[src/rtl/bram_read_streamer.sv]
// Streams an address range out of a 1-cycle-latency BRAM as a valid/ready word stream with a last flag.
// Optional build macro BRAM_READ_STREAMER_REVERSE_EN adds a reverse port for decrementing address walks.
module bram_read_streamer #(
  parameter int ADDR_WIDTH = 4,
  parameter int DATA_WIDTH = 8,
  parameter int FIFO_DEPTH = 4
) (
  input  logic                  clk,
  input  logic                  rstn,
  input  logic                  start,
  input  logic [ADDR_WIDTH-1:0] start_addr,
  input  logic [ADDR_WIDTH:0]   length,
`ifdef BRAM_READ_STREAMER_REVERSE_EN
  input  logic                  reverse,
`endif
  output logic [ADDR_WIDTH-1:0] bram_addr,
  output logic                  bram_write_en,
  input  logic [DATA_WIDTH-1:0] bram_data,
  output logic                  out_valid,
  input  logic                  out_ready,
  output logic [DATA_WIDTH-1:0] out_data,
  output logic                  out_last,
  output logic                  busy,
  output logic                  done,
  output logic [1:0]            state_dbg
);

  localparam int PTR_W = $clog2(FIFO_DEPTH);
  localparam logic [PTR_W:0]      DEPTH_C  = (PTR_W+1)'(FIFO_DEPTH);
  localparam logic [PTR_W:0]      CNT_ONE  = (PTR_W+1)'(1);
  localparam logic [PTR_W-1:0]    PTR_ONE  = PTR_W'(1);
  localparam logic [ADDR_WIDTH:0] LEN_ONE  = (ADDR_WIDTH+1)'(1);
  localparam logic [ADDR_WIDTH-1:0] ADDR_ONE = ADDR_WIDTH'(1);

  typedef enum logic [1:0] {IDLE = 2'd0, ISSUE = 2'd1, DRAIN = 2'd2} state_t;

  // Handshake: a word moves on any rising edge where out_valid & out_ready are both 1;
  // out_valid never drops and out_data/out_last never change until that happens.

  state_t state, next_state;

  logic [ADDR_WIDTH:0]   remaining;
  logic                  tag_valid;
  logic                  tag_last;
  logic [DATA_WIDTH-1:0] fifo_data [FIFO_DEPTH];
  logic                  fifo_last [FIFO_DEPTH];
  logic [PTR_W-1:0]      wr_ptr;
  logic [PTR_W-1:0]      rd_ptr;
  logic [PTR_W:0]        count;
  logic [PTR_W:0]        outstanding;
  logic [ADDR_WIDTH-1:0] next_addr;
  logic                  accept;
  logic                  zero_start;
  logic                  issue;
  logic                  push;
  logic                  pop;
  logic                  finish;

`ifdef BRAM_READ_STREAMER_REVERSE_EN
  logic dir;
  assign next_addr = dir ? (bram_addr - ADDR_ONE) : (bram_addr + ADDR_ONE);
`else
  assign next_addr = bram_addr + ADDR_ONE;
`endif

  // Reads in flight are counted against the FIFO so every returning word has a slot.
  assign outstanding = count + {{PTR_W{1'b0}}, tag_valid};
  assign accept      = (state == IDLE) && start && (length != '0);
  assign zero_start  = (state == IDLE) && start && (length == '0);
  assign issue       = (state == ISSUE) && (remaining != '0) && (outstanding < DEPTH_C);
  assign push        = tag_valid;
  assign pop         = out_valid && out_ready;
  assign finish      = (state == DRAIN) && pop && out_last;

  assign out_valid     = (count != '0);
  assign out_data      = out_valid ? fifo_data[rd_ptr] : '0;
  assign out_last      = out_valid & fifo_last[rd_ptr];
  assign busy          = (state != IDLE);
  assign bram_write_en = 1'b0;
  assign state_dbg     = state;

  always_ff @(posedge clk or negedge rstn) begin
    if (!rstn) state <= IDLE;
    else       state <= next_state;
  end

  always_comb begin
    next_state = state;
    case (state)
      IDLE:    if (accept) next_state = ISSUE;
      ISSUE:   if (issue && (remaining == LEN_ONE)) next_state = DRAIN;
      DRAIN:   if (finish) next_state = IDLE;
      default: next_state = IDLE;
    endcase
  end

  always_ff @(posedge clk or negedge rstn) begin
    if (!rstn) begin
      bram_addr <= '0;
      remaining <= '0;
      tag_valid <= 1'b0;
      tag_last  <= 1'b0;
      done      <= 1'b0;
      wr_ptr    <= '0;
      rd_ptr    <= '0;
      count     <= '0;
`ifdef BRAM_READ_STREAMER_REVERSE_EN
      dir       <= 1'b0;
`endif
    end else begin
      done <= finish || zero_start;
      if (accept) begin
        bram_addr <= start_addr;
        remaining <= length;
`ifdef BRAM_READ_STREAMER_REVERSE_EN
        dir       <= reverse;
`endif
      end else if (issue) begin
        bram_addr <= next_addr;
        remaining <= remaining - LEN_ONE;
      end
      tag_valid <= issue;
      tag_last  <= issue && (remaining == LEN_ONE);
      if (push) wr_ptr <= wr_ptr + PTR_ONE;
      if (pop)  rd_ptr <= rd_ptr + PTR_ONE;
      case ({push, pop})
        2'b10:   count <= count + CNT_ONE;
        2'b01:   count <= count - CNT_ONE;
        default: count <= count;
      endcase
    end
  end

  // Storage needs no reset: out_data/out_last are masked while the FIFO is empty.
  always_ff @(posedge clk) begin
    if (push) begin
      fifo_data[wr_ptr] <= bram_data;
      fifo_last[wr_ptr] <= tag_last;
    end
  end

endmodule

[config.mk]
export PLATFORM = sky130hd
export DESIGN_NAME = bram_read_streamer
export DESIGN_NICKNAME = d
export VERILOG_FILES = /design/src/rtl/bram_read_streamer.sv
export SDC_FILE = /design/constraint.sdc
export NUM_CORES = 1
export LEC_CHECK = 0
export BUFFER_PORTS_ARGS = -buffer_cell sky130_fd_sc_hd__buf_2
export CAP_MARGIN = 20
export CORE_ASPECT_RATIO = 0.7
export CORE_MARGIN = 10
export CORE_UTILIZATION = 35
export CTS_BUF_LIST = sky130_fd_sc_hd__clkbuf_16
export CTS_CLUSTER_DIAMETER = 200
export DETAILED_ROUTE_END_ITERATION = 8
export PLACE_DENSITY = 0.63
export SETUP_SLACK_MARGIN = 0.3
export SKIP_LAST_GASP = 1
export SLEW_MARGIN = 20
export SYNTH_ARGS = -nofsm -noshare
export SYNTH_HDL_FRONTEND = slang
export SYNTH_SLANG_ARGS = --single-unit
[constraint.sdc]
create_clock -name clk -period 2.6 [get_ports clk]
set_clock_uncertainty 0.1 [all_clocks]
set_input_delay 0.78 -clock clk [delete_from_list [all_inputs] [get_ports clk]]
set_output_delay 0.78 -clock clk [all_outputs]
set_load 0.1 [all_outputs]
==> metrics.md, run 1 <==
| Metric | Value |
|---|---|
| Die height | 91.9 um |
| Register area share after synthesis | 62.1% |
| CTS max path bufs | 2 |
| Largest cells by area after synthesis | edfxtp_1 (42%), dfrtp_1 (20%), mux4_2 (7.8%) |
| Area of the core | 0.00725 mm2 |
| RR Startpoint | count[2]$_DFFE_PN0P_ |
| DR vias/cell | 4.85 |
| Setup Crit Path Kind | flip-flop to output pin |
| Post-DR wirelength/cell | 16.3 um |
| CTS tree | done |
| Num CTS Buffers | 9 |
| ANT cells | 0 |
| Clock H-tree levels | 3 |
| Critical path, cell by cell | buf_6, mux4_2, and2_4, buf_12 |
| Initial antenna violation count | 0 |
| FFs w/ async S/R, synth | 36.8% |
| Dominant cell type by area after synthesis | edfxtp_1 |
| Multi-input logic area | 945 um2 |
| Remaining antenna violation count after routing | 0 |
| Nets | 263 |
| Fraction of layout cells with a size suffix above 1 | 44.1% |
| Clock sink count | 57 |
| Routed WL | 5.49 mm |
| Top Ports | 40 |
| Worst rel slew slack | 65.4% |
| CP max FO | 6 |
| First-pass GRT wire length | 8.80 mm |
| EDFF count, synth | 36 |
| Register bit total from synthesis | 57 |
| Unique cell type count in the Yosys netlist | 38 |
| Syn Area/Cell | 14.4 um2 |
| Number of cells on the worst reg-to-reg path | 9 |
| Final Critical Period | 2.57 ns |
| Global route overflow | 0 |
| Vias in the first global route | 1719 |
| GRT Util Overall | 10.3% |
| Endpoints failing hold | 0 |
| Router iterations before antenna repair | 4 |
| HP Class | input port to async pin |
| Final Setup Violations | 0 |
| Layout Cells excl Fill | 336 |
| Worst slew pin tran | 0.519 ns |
| Largest net degree at the start of global routing | 22 |
| Via count | 1630 |
| FILL cells | 598 |
| Inst Count DP | 314 |
| Most frequent cell after synthesis | edfxtp_1 |
| Sequential cell area | 0.00161 mm2 |
| Die ar. | 0.0113 mm2 |
| Initial core utilization | 35.7% |
| CP Capture Type | output pin |
| Pins over their slew limit | 0 |
| Required arrival time at the worst endpoint | 1.72 ns |
| End of the critical path | out_data[5] |
| Syn_nets | 210 |
| Post-Syn Instances | 180 |
| Post-synth top area share | 41.8% |
| Clk_lat worst skew | 0.33 ns |
| GPL Wtd Cong | 0.785 |
| Max-cap violation count | 0 |
| Most frequent cells after synthesis | edfxtp_1 (36), dfrtp_1 (21), and2_1 (14) |
| Clock root buffer | clkbuf_16 |
| Worst EP arrival | 1.69 ns |
| CP peak stage delay | 0.49 ns |
| Status | finished, final reports clean |
| Iter 0 DRT Violations | 88 |
| Port Buffers | 38 |
| DRC violations left | 0 |
| DP HPWL | 3.62 mm |
| Syn. warnings | 0 |
| Top_reg_cell synth | edfxtp_1 |
| Die W | 123 um |
| R2r endpoint | count[2]$_DFFE_PN0P_ |
| RSZ-0062 raised after global routing | true |
| R2R setup slack | 0.39 ns |
| Layout area overhead | 36.6% |
| Clk slew on worst S/H paths | 0.06 ns |
| Mapped Area | 0.00259 mm2 |
| CP max stage cell | mux4_2 |
| CP Launch Type | flip-flop |
| Tcrit/Tclk final | 98.7% |
| FP Rows | 26 |
| Max frequency | 0.389 GHz |
| CP Launch Point | rd_ptr[0]$_DFFE_PN0N_ |
[state kept, by name, indices dropped and copies added, names as in the netlist]
register	count
fifo_data	32
remaining	5
bram_addr	4
fifo_last	4
count	3
rd_ptr	2
state_dbg	2
wr_ptr	2
done	1
push	1
tag_last	1
[critical path: cells and delay by family, from the launching register on]
family | cells | cell delay, ns
buffers and inverters | 2 | 0.32
DFF | 1 | 0.38
and+or+nand+nor | 1 | 0.16
muxes | 1 | 0.49
[metal layers]
metal	vias to the layer above	global-route usage [%]	share of wire, %
met1	822	12.2	45
met4	0	4.70	1.4
met3	8	3.98	4.5
li1	774	-	-
met5	-	0	0
met2	26	16.1	49
[cell type report]
cell class                      instances  share of cell area (%)
Clock buffer                            9                    6.38
Clock inverter                          7                    3.54
Inverter                               12                    1.38
Timing Repair Buffer                   50                    12.8
Tap cell                               98                    3.47
Sequential cell                        57                    45.7
Multi-Input combinational cell        103                    26.7
[cell usage in the layout, fill, tap and decap left out, types with 2 or more instances in the layout]
| cell | synthesis | routed |
|---|---|---|
| buf_6 | 0 | 2 |
| nand2_1 | 5 | 5 |
| or3_4 | 0 | 2 |
| and2_4 | 0 | 10 |
| a31oi_1 | 6 | 6 |
| dfrtp_2 | 0 | 5 |
| and2_1 | 14 | 4 |
| clkbuf_16 | 0 | 9 |
| xor2_1 | 5 | 5 |
| inv_1 | 12 | 10 |
| buf_12 | 0 | 11 |
| nand3_1 | 5 | 5 |
| dfrtp_1 | 21 | 16 |
| o21ai_0 | 5 | 5 |
| or3_1 | 4 | 3 |
| mux4_2 | 9 | 9 |
| clkinv_4 | 0 | 2 |
| a31oi_2 | 2 | 2 |
| ha_1 | 8 | 7 |
| buf_4 | 1 | 10 |
| or4_1 | 4 | 4 |
| edfxtp_1 | 36 | 36 |
| buf_2 | 4 | 27 |
| nor2_1 | 11 | 10 |
| inv_6 | 0 | 2 |
| bufinv_16 | 0 | 3 |
| xnor2_1 | 3 | 3 |
| o31ai_1 | 4 | 4 |
[logic make-up after synthesis]
kind of cell	Yosys count	synth area share, %
buf+inv	21	3.82
flops	57	62.1
other cells	1	0.145
compound gates	23	6.97
mux	10	8.22
simple gates	51	11.4
xor+xnor	8	2.71
fa+ha+maj	9	4.64
[worst min-delay path by stage]
stage,from,end,slack (ns),cells past startpoint
after floorplan,tag_last$_DFF_PN0_,fifo_last[0]$_DFFE_PP_,0.35,0
after global placement,tag_last$_DFF_PN0_,fifo_last[0]$_DFFE_PP_,0.40,0
after detailed placement,tag_last$_DFF_PN0_,fifo_last[0]$_DFFE_PP_,0.40,0
after CTS,rstn,remaining[2]$_DFFE_PN0P_,0.33,1
after global routing,rstn,remaining[4]$_DFFE_PN0P_,0.34,1
final,rstn,remaining[2]$_DFFE_PN0P_,0.32,1
[metrics by stage]
stage / util, % / cell area (um2) / setup WS (ns) / setup TNS (ns) / hold slack [ns]
final: 48.7 / 3530 / 0.0325 / 0 / 0.321
after floorplan: - / 2630 / 0.315 / 0 / 0.355
after global routing: 48.7 / 3530 / -0.0262 / -0.138 / 0.342
after detailed placement: 40.4 / 2930 / 0.206 / 0 / 0.399
after global placement: 40.4 / 2930 / 0.222 / 0 / 0.395
after CTS: 47.8 / 3470 / 0.00311 / 0 / 0.327
[what timing repair did]
item                                    in CTS  in global routing
resized for setup                           44                 11
hold buffers                                 0                  0
gates cloned                                 1                  0
endpoints found under the setup margin      12                 13
setup buffers                                2                  3
pin swaps                                    7                  7
Power of run 1 is not shown: default switching activity piles up to over one toggle a cycle in this logic, so the estimate is an artifact.
==> inputs of run 2 (changes only) <==
--- a/config.mk
+++ b/config.mk
@@ -13,7 +13,7 @@
 export CTS_BUF_LIST = sky130_fd_sc_hd__clkbuf_16
 export CTS_CLUSTER_DIAMETER = 200
 export DETAILED_ROUTE_END_ITERATION = 8
-export PLACE_DENSITY = 0.63
+export PLACE_DENSITY = 0.65
 export SETUP_SLACK_MARGIN = 0.3
 export SKIP_LAST_GASP = 1
 export SLEW_MARGIN = 20
==> constraint.sdc (replaced) <==
create_clock -name clk -period 2.2 [get_ports clk]
set_clock_uncertainty 0.1 [all_clocks]
set_input_delay 0.66 -clock clk [delete_from_list [all_inputs] [get_ports clk]]
set_output_delay 0.66 -clock clk [all_outputs]
set_load 0.1 [all_outputs]
==> run 2 against run 1 <==
Effect of this change:
- flip-flop and latch count stayed put
- the flow now finishes with violations (setup timing)
- register-to-register slack worse by 0.31 ns
- largest cell class unchanged
- cell count is 4.8% higher
- utilization is 2.9 points higher
- first-iteration DRC count is 13% higher
==> metrics.md, run 2 (same netlist as run 1, synthesis figures left out) <==
| Metric | Value |
|---|---|
| CTS tree | done (unchanged) |
| Biggest regs | fifo_data (32), remaining (5) (unchanged) |
| DR vias/cell | 4.93 (was 4.85) |
| Routed WL | 5.62 mm (was 5.49 mm) |
| Port Buffers | 38 (unchanged) |
| Num CTS Buffers | 9 (unchanged) |
| Area of the core | 0.00725 mm2 (unchanged) |
| Remaining antenna violation count after routing | 0 (unchanged) |
| DRC violations left | 0 (unchanged) |
| Pins over their slew limit | 0 (unchanged) |
| Initial core utilization | 35.7% (unchanged) |
| Router iterations before antenna repair | 4 (unchanged) |
| Layout area overhead | 44.6% (was 36.6%) |
| HP Class | input port to async pin (unchanged) |
| Nets | 279 (was 263) |
| Vias in the first global route | 1768 (was 1719) |
| FP Rows | 26 (unchanged) |
| CP Launch Type | flip-flop (unchanged) |
| Worst slew pin tran | 0.517 ns (was 0.519 ns) |
| Worst EP arrival | 1.75 ns (was 1.69 ns) |
| Top Ports | 40 (unchanged) |
| Endpoints failing hold | 0 (unchanged) |
| Final Critical Period | 2.51 ns |
| Fraction of layout cells with a size suffix above 1 | 53.5% (was 44.1%) |
| Die height | 91.9 um (unchanged) |
| Final Setup Violations | 10 (was 0) |
| Biggest register | fifo_data (unchanged) |
| Tcrit/Tclk final | 114% |
| Max FFs per register | 32 (unchanged) |
| Post-DR wirelength/cell | 16.0 um (was 16.3 um) |
| Clk slew on worst S/H paths | 0.05 ns (was 0.06 ns) |
| Worst setup margin | -0.312 ns (was 0.0325 ns) |
| Clock sink count | 57 (unchanged) |
| Die W | 123 um (unchanged) |
| Max frequency | 0.398 GHz |
| CP Capture Type | output pin (unchanged) |
| RSZ-0062 raised after global routing | true (unchanged) |
| Global route overflow | 0 (unchanged) |
| Die ar. | 0.0113 mm2 (unchanged) |
| GPL Wtd Cong | 0.785 (about the same) |
| Layout Cells excl Fill | 352 (was 336) |
| Largest net degree at the start of global routing | 22 (unchanged) |
| Required arrival time at the worst endpoint | 1.44 ns (was 1.72 ns) |
| Final core utilization | 51.6% (was 48.7%) |
| Failing checks | setup timing |
| CP max FO | 5 (was 6) |
| Inst Count DP | 319 (was 314) |
| Iter 0 DRT Violations | 99 (was 88) |
| Placed inst area | 0.00302 mm2 (was 0.00293 mm2) |
| CTS max path bufs | 2 (unchanged) |
| Initial antenna violation count | 0 (unchanged) |
| Clk_lat worst skew | 0.33 ns (about the same) |
| ANT cells | 0 (unchanged) |
| Setup Crit Path Kind | flip-flop to output pin (unchanged) |
| Clock root buffer | clkbuf_16 (unchanged) |
| Worst rel slew slack | 65.6% (was 65.4%) |
| First-pass GRT wire length | 9.05 mm (was 8.80 mm) |
| Design area | 0.00374 mm2 (was 0.00353 mm2) |
| Status | complete, but fails checks (was finished, final reports clean) |
| Commonest non-fill, non-tap cell in the layout | edfxtp_1 (unchanged) |
| Clock H-tree levels | 3 (unchanged) |
| CTS Hold Buffers Added | 0 (unchanged) |
| Max-cap violation count | 0 (unchanged) |
| GRT Util Overall | 10.3% (about the same) |
| DP HPWL | 3.60 mm (was 3.62 mm) |
| Via count | 1735 (was 1630) |
| Commonest cells after routing, fill and taps aside | edfxtp_1 (36), buf_4 (24), buf_2 (21), dfrtp_1 (15) (was edfxtp_1 (36), buf_2 (27), dfrtp_1 (16), buf_12 (11)) |
## run 2: cell count changes in the layout (fill, tap and decap cells not counted), moves of 4 or more
cell,before,now
buf_6,2,8
o21ai_0,5,1
buf_4,10,24
buf_2,27,21
## run 2: area by class of cell
class / count / area (um2)
inverter: 12 / 48.8
clock inverter: 7 / 103
timing repair buffer: 66 / 606
multi-input combinational: 103 / 1020
tap: 98 / 123
sequential: 57 / 1620
clock buffer: 9 / 225
fill: 570 / 3510
## run 2: final timing paths
path,cells past startpoint,end,slack (ns),start
worst max register to register,7,count[1]$_DFFE_PN0P_,0.08,count[1]$_DFFE_PN0P_
min in group clk,1,wr_ptr[0]$_DFFE_PN0P_,0.43,wr_ptr[0]$_DFFE_PN0P_
worst min register to register,1,wr_ptr[0]$_DFFE_PN0P_,0.43,wr_ptr[0]$_DFFE_PN0P_
worst max-delay path,4,out_last,-0.31,rd_ptr[0]$_DFFE_PN0N_
worst min-delay path,1,bram_addr[3]$_DFFE_PN0P_,0.20,rstn
max in group asynchronous,1,state_dbg[1]$_DFFE_PN0P_,1.42,rstn
## run 2: what timing repair did
item	CTS	global route
endpoints found under the setup margin	27	25
resized for setup	46	27
cloned	1	0
setup buffers	12	4
pin swaps	7	20
## run 2: metrics by stage
| stage | hold WS, ns | worst slack [ns] | setup TNS, ns |
|---|---|---|---|
| 6_report | 0.197 | -0.312 | -2.43 |
| 5_1_grt | 0.228 | -0.358 | -3.01 |
| 2_1_floorplan | 0.264 | 0.147 | 0 |
| 3_5_place_dp | 0.410 | -0.0316 | -0.134 |
| 4_1_cts | 0.203 | -0.314 | -2.69 |
| 3_3_place_gp | 0.398 | -0.0258 | -0.113 |
## run 2: critical path: stages (launching register included)
cell     delay (ns)
dfrtp_1        0.41
buf_6          0.16
mux4_2         0.53
and2_4         0.17
buf_12         0.16
## run 2: metal layers
| metal | routed length [um] | track usage, % | vias up | share of wire (%) |
|---|---|---|---|---|
| met4 | 94 | 4.31 | 0 | 1.7 |
| met1 | 2530 | 13.0 | 877 | 45 |
| met2 | 2740 | 15.7 | 37 | 49 |
| li1 | - | - | 811 | - |
| met3 | 254 | 3.55 | 10 | 4.5 |
| met5 | 0 | 0 | - | 0 |
Power of run 2 is left out for the same reason.
